$ cat config.mk
export PLATFORM = sky130hd
export DESIGN_NAME = bank_sel_pair_flag_pipe
export DESIGN_NICKNAME = d
export VERILOG_FILES = /design/src/rtl/bank_sel_pair_flag_pipe_pkg.sv /design/src/rtl/bank_sel_pair_flag_pipe_sat_counter.sv /design/src/rtl/bank_sel_pair_flag_pipe.sv
export SDC_FILE = /design/constraint.sdc
export NUM_CORES = 1
export LEC_CHECK = 0
export CAP_MARGIN = 40
export CORE_ASPECT_RATIO = 1.5
export CORE_MARGIN = 2
export CORE_UTILIZATION = 35
export CTS_CLUSTER_DIAMETER = 30
export CTS_CLUSTER_SIZE = 28
export DETAILED_ROUTE_END_ITERATION = 8
export PLACE_DENSITY = 0.62
export SLEW_MARGIN = 20
export SYNTH_ARGS = -nofsm -noshare
export SYNTH_HDL_FRONTEND = slang
export SYNTH_SLANG_ARGS = --single-unit
$ cat constraint.sdc
create_clock -name clk -period 1.8 [get_ports clk]
set_input_delay 0.27 -clock clk [delete_from_list [all_inputs] [get_ports clk]]
set_output_delay 0.27 -clock clk [all_outputs]
set_load 0.01 [all_outputs]
$ cat src/rtl/bank_sel_pair_flag_pipe_pkg.sv
// Shared constants and index helpers for the bank-select pair flag pipeline.
package bank_flag_pkg;

    localparam int unsigned DEF_NUM_CH = 4;
    localparam int unsigned DEF_GROUP  = 2;
    localparam int unsigned DEF_CNT_W  = 8;

    function automatic int unsigned num_grp(input int unsigned nch, input int unsigned grp);
        return nch / grp;
    endfunction

    // Low bit of the two-bit pair owned by channel c in a packed bank word.
    function automatic int unsigned ch_lo(input int unsigned c);
        return 2 * c;
    endfunction

    // LSB of counter c in the packed hit_cnt bus.
    function automatic int unsigned cnt_lo(input int unsigned c, input int unsigned cnt_w);
        return c * cnt_w;
    endfunction

endpackage

$ cat src/rtl/bank_sel_pair_flag_pipe_sat_counter.sv
// Saturating up-counter with synchronous clear; clear has priority over increment.
module sat_counter #(
    parameter int unsigned CNT_W = 8
) (
    input  logic             clk,
    input  logic             rst,
    input  logic             inc,
    input  logic             clr,
    output logic [CNT_W-1:0] count
);

    logic [CNT_W-1:0] r_count;

    always_ff @(posedge clk) begin
        if (rst || clr) begin
            r_count <= '0;
        end else if (inc && (r_count != '1)) begin
            r_count <= r_count + 1'b1;
        end
    end

    assign count = r_count;

endmodule

$ cat src/rtl/bank_sel_pair_flag_pipe.sv
// Two-stage pipelined bank-select pair-AND flag network with per-channel hit counters.
module bank_sel_pair_flag_pipe
    import bank_flag_pkg::*;
#(
    parameter int unsigned NUM_CH = DEF_NUM_CH,
    parameter int unsigned GROUP  = DEF_GROUP,
    parameter int unsigned CNT_W  = DEF_CNT_W
) (
    input  logic                      clk,
    input  logic                      rst,
    input  logic                      in_valid,
    input  logic                      bank_sel,
    input  logic [2*NUM_CH-1:0]       bank_a,
    input  logic [2*NUM_CH-1:0]       bank_b,
    input  logic                      cnt_clr,
    output logic                      out_valid,
    output logic [NUM_CH-1:0]         ch_flag,
    output logic [num_grp(NUM_CH, GROUP)-1:0] grp_any,
    output logic                      summary,
    output logic [NUM_CH*CNT_W-1:0]   hit_cnt
);

    localparam int unsigned NUM_GRP = num_grp(NUM_CH, GROUP);

    logic [2*NUM_CH-1:0] r_s1_sel;
    logic                r_s1_valid;

    logic [NUM_CH-1:0]   w_flag;
    logic [NUM_GRP-1:0]  w_grp;
    logic                w_summary;

    logic                r_out_valid;
    logic [NUM_CH-1:0]   r_ch_flag;
    logic [NUM_GRP-1:0]  r_grp_any;
    logic                r_summary;

    // Stage 1: the select is applied here so bank_sel travels with its data word.
    always_ff @(posedge clk) begin
        if (rst) begin
            r_s1_sel   <= '0;
            r_s1_valid <= 1'b0;
        end else begin
            r_s1_sel   <= bank_sel ? bank_b : bank_a;
            r_s1_valid <= in_valid;
        end
    end

    for (genvar c = 0; c < NUM_CH; c++) begin : g_flag
        assign w_flag[c] = r_s1_sel[ch_lo(c)] & r_s1_sel[ch_lo(c) + 1];
    end

    for (genvar g = 0; g < NUM_GRP; g++) begin : g_grp
        assign w_grp[g] = |w_flag[g*GROUP +: GROUP];
    end

    assign w_summary = ~&w_grp;

    // Stage 2: all outputs load together so they always describe the same word.
    always_ff @(posedge clk) begin
        if (rst) begin
            r_out_valid <= 1'b0;
            r_ch_flag   <= '0;
            r_grp_any   <= '0;
            r_summary   <= 1'b1;
        end else begin
            r_out_valid <= r_s1_valid;
            r_ch_flag   <= w_flag;
            r_grp_any   <= w_grp;
            r_summary   <= w_summary;
        end
    end

    assign out_valid = r_out_valid;
    assign ch_flag   = r_ch_flag;
    assign grp_any   = r_grp_any;
    assign summary   = r_summary;

    // Counters count the word being loaded into stage 2, hence the stage-1 terms.
    for (genvar c = 0; c < NUM_CH; c++) begin : g_cnt
        logic [CNT_W-1:0] w_count;

        sat_counter #(
            .CNT_W(CNT_W)
        ) u_cnt (
            .clk  (clk),
            .rst  (rst),
            .inc  (r_s1_valid & w_flag[c]),
            .clr  (cnt_clr),
            .count(w_count)
        );

        assign hit_cnt[cnt_lo(c, CNT_W) +: CNT_W] = w_count;
    end

endmodule

==> results.md <==
* CTS clk-pin slew, worst paths at ~90 ps
* Status: finished, final reports clean
* Number of DRC markers in iteration 0 at just over 100
* Root buffer cell: clkbuf_8
* I/O pin cnt at 61
* Slowest stage delay, CP at around 580 ps
* Syn Nets at ~260
* Peak supply drop at roughly 440 uV
* Clock Skews at roughly 8.0 ps
* Least-Margin Pin Slew at between 400 and 500 ps
* TritonCTS buffer count at 5
* Congestion Overflow GR at 0
* Core Rows at 34
* Clock sink count at between 40 and 50
* Crit Reg-Reg Startpoint: r_s1_valid
* Dpl hpwl at ~3.6 mm
* CP endpoint kind: output pin
* Initial antenna violation count at 0
* Core Area at ~0.0058 mm^2
* Register bit total from synthesis at 49
* Top FF cell, synth: dfxtp_1
* Ant. Diodes at 0
* Synth warn at 0
* Leak at just over 1 nW
* Largest net degree at the start of global routing at 24
* Final core area utilization at between 40 and 50%
* CP Launch Type: register
* Fin Setup TNS at 0 ps
* Register area share after synthesis at a little under half
* Max Freq at a little over 0.6 GHz
* Vias in the first global route at roughly 1800
* CP delay by family, top: buffers and inverters
* Min cycle time layout at about 1600 ps
* Later-pin clock latency in the skew report at around 300 ps
* Data arrival, critical path at about 1300 ps
* First-pass GRT wire length at around 8 mm
* Cells after Synth at around 240
* Die W at between 60 and 70 um
* Hold-fix buffers, CTS at 0
* Crit path buf inv count at 1
* Cell Area, Synth at 0.002079 mm^2
* Setup Buffers After CTS at 0
* Unrepaired setup endpoints after global routing: no
* Post-route clock period utilization at between 80% and 90%
* Origin of the worst setup path: g_cnt[0].u_cnt.count[2]
* Tightest Hold Check Type: reg2reg
* Die Span Y at between 90 and 100 um
* Router iterations before antenna repair at 4
* Final-stage net count at between 300 and 400
* Die area at 0.006587 mm^2
* Depth of the CTS H-tree at 2
* Max Cap Viol at 0
* P per Cell Area at roughly 710 mW/mm^2
* Vias at 1931
* Post-cts resize count at 0
* Critical Path RT at 1530 ps
* Crit-path max FO at 7
* Relative slew margins at 71.03%
* Synth Area per Inst at 8.737 um^2
* Setup violations, final at 0
* Final weighted congestion in routability-driven placement at approximately 0.86
* CTS tree: done
* Slew Viols, Final at 0
* Layout area overhead at 38.21%
* Slowest CP cell: clkdlybuf4s50_1
* Number of synthesized flops with an enable pin at 0
* WL/cell at ~13 um
* Via density at approximately 5.1
* FFs w/ async S/R, synth at 0%
* Gr usage total at 15.79%
* Share of cells above drive strength 1 at 4.620%
* Initial cell density of the core at a little over a third
* Placed insts at 367
* Routed Antenna Nets at 0
* WS Path Type: reg2out
* Clock Tree Buf Depth at 2
* Synth cell types at 36
* Post-Route WL at roughly 4.8 mm
* Crit path cell chain: clkdlybuf4s50_1
* Final Non-Filler Cells at roughly 380
* Hold Path Origin: r_s1_sel[1]
* Residual DRC at 0
* IO buf count at 60
* Hold Fails Final Rpt at 0
## sequential cells by signal, indices dropped and copies added (netlist names)
register           flops
r_s1_valid             1
r_s1_sel               8
g_cnt.u_cnt.count     32
out_valid              1
ch_flag                4
summary                1
grp_any                2
## cell families (layout without fill, tap and decap cells)
logic type / after synthesis / count (layout) / synth area share, %
buf+inv: 13 / 78 / 3.489
xor+xnor: 6 / 6 / 2.527
flops: 49 / 49 / 47.17
simple gates: 118 / 118 / 27.74
compound gates: 37 / 37 / 11.37
fa+ha+maj: 4 / 4 / 2.407
mux: 11 / 11 / 5.295
## worst paths after layout
path                            cells past startpoint                 endpoint  slack (ps)
worst min register to register                      2               ch_flag[0]         470
worst max-delay path                                1               hit_cnt[2]         190
worst max register to register                      4  g_cnt[3].u_cnt.count[5]         220
worst min-delay path                                2               ch_flag[0]         470
## area by class of cell
type	count	area [um^2]
sequential	49	980.9
clock buffer	6	82.58
timing repair buffer	65	638.1
tap	72	90.09
inverter	5	18.77
fill	615	2912
multi-input combinational	176	1026
clock inverter	2	37.54
## cells in the mapped netlist (4+ instances only)
cell	number	area, um^2
dfxtp_1	49	980.9
nor2_1	37	138.9
nand2_1	20	75.07
nor3_1	16	80.08
nand3_1	13	65.06
mux2i_1	11	110.1
a21oi_1	10	50.05
nand4_1	7	43.79
and3_1	6	37.54
o21ai_0	6	30.03
xor2_1	6	52.55
inv_1	5	18.77
o21ai_1	5	25.02
a211oi_1	4	30.03
clkbuf_1	4	15.01
ha_1	4	50.05
or4_1	4	30.03
## layer usage
metal | up-vias | global-route usage [%] | part of all wire [%] | wire length [um]
met1 | 890 | 18.60 | 42 | 2025
li1 | 986 | - | - | -
met5 | - | 0 | 0 | 0
met4 | 0 | 5.965 | 1.0 | 49
met3 | 2 | 3.917 | 4.8 | 230
met2 | 53 | 27.00 | 52 | 2520
## where the power goes
part	switching, mW	internal (mW)
Clock	0.362	0.452
Combinational	0.0493	0.0680
Sequential	0.0127	1.10
## per-stage QoR
stage | setup slack, ps | hold WS (ps) | total power, mW | cell area (um^2)
floorplan | 344.2 | 398.2 | 1.191 | 2079
global route | 99.71 | 507.6 | 2.121 | 2874
CTS | 177.9 | 472.8 | 2.076 | 2874
detailed placement | 234.9 | 459.6 | 1.258 | 2754
global placement | 248.4 | 461.4 | 1.257 | 2754
finish | 191.8 | 472.3 | 2.046 | 2874
## layout by cell type, fill, tap and decap left out, types with 2 or more instances in the layout
cell / instances
nand4_1: 7
a41oi_1: 2
o21ai_0: 6
xor2_1: 6
clkbuf_8: 6
and3_1: 6
or4_1: 4
o2111ai_1: 2
nand3_1: 13
clkdlybuf4s50_1: 60
nand2_1: 20
mux2i_1: 11
a211oi_1: 4
or2_0: 2
ha_1: 4
a21oi_1: 10
nor4_1: 3
o21ai_1: 5
nor3_1: 16
nor2_1: 37
o31ai_1: 2
and4_1: 2
o211a_1: 2
inv_1: 5
buf_4: 5
nor2b_1: 3
dfxtp_1: 49
Power figures use the tool's default switching activity.
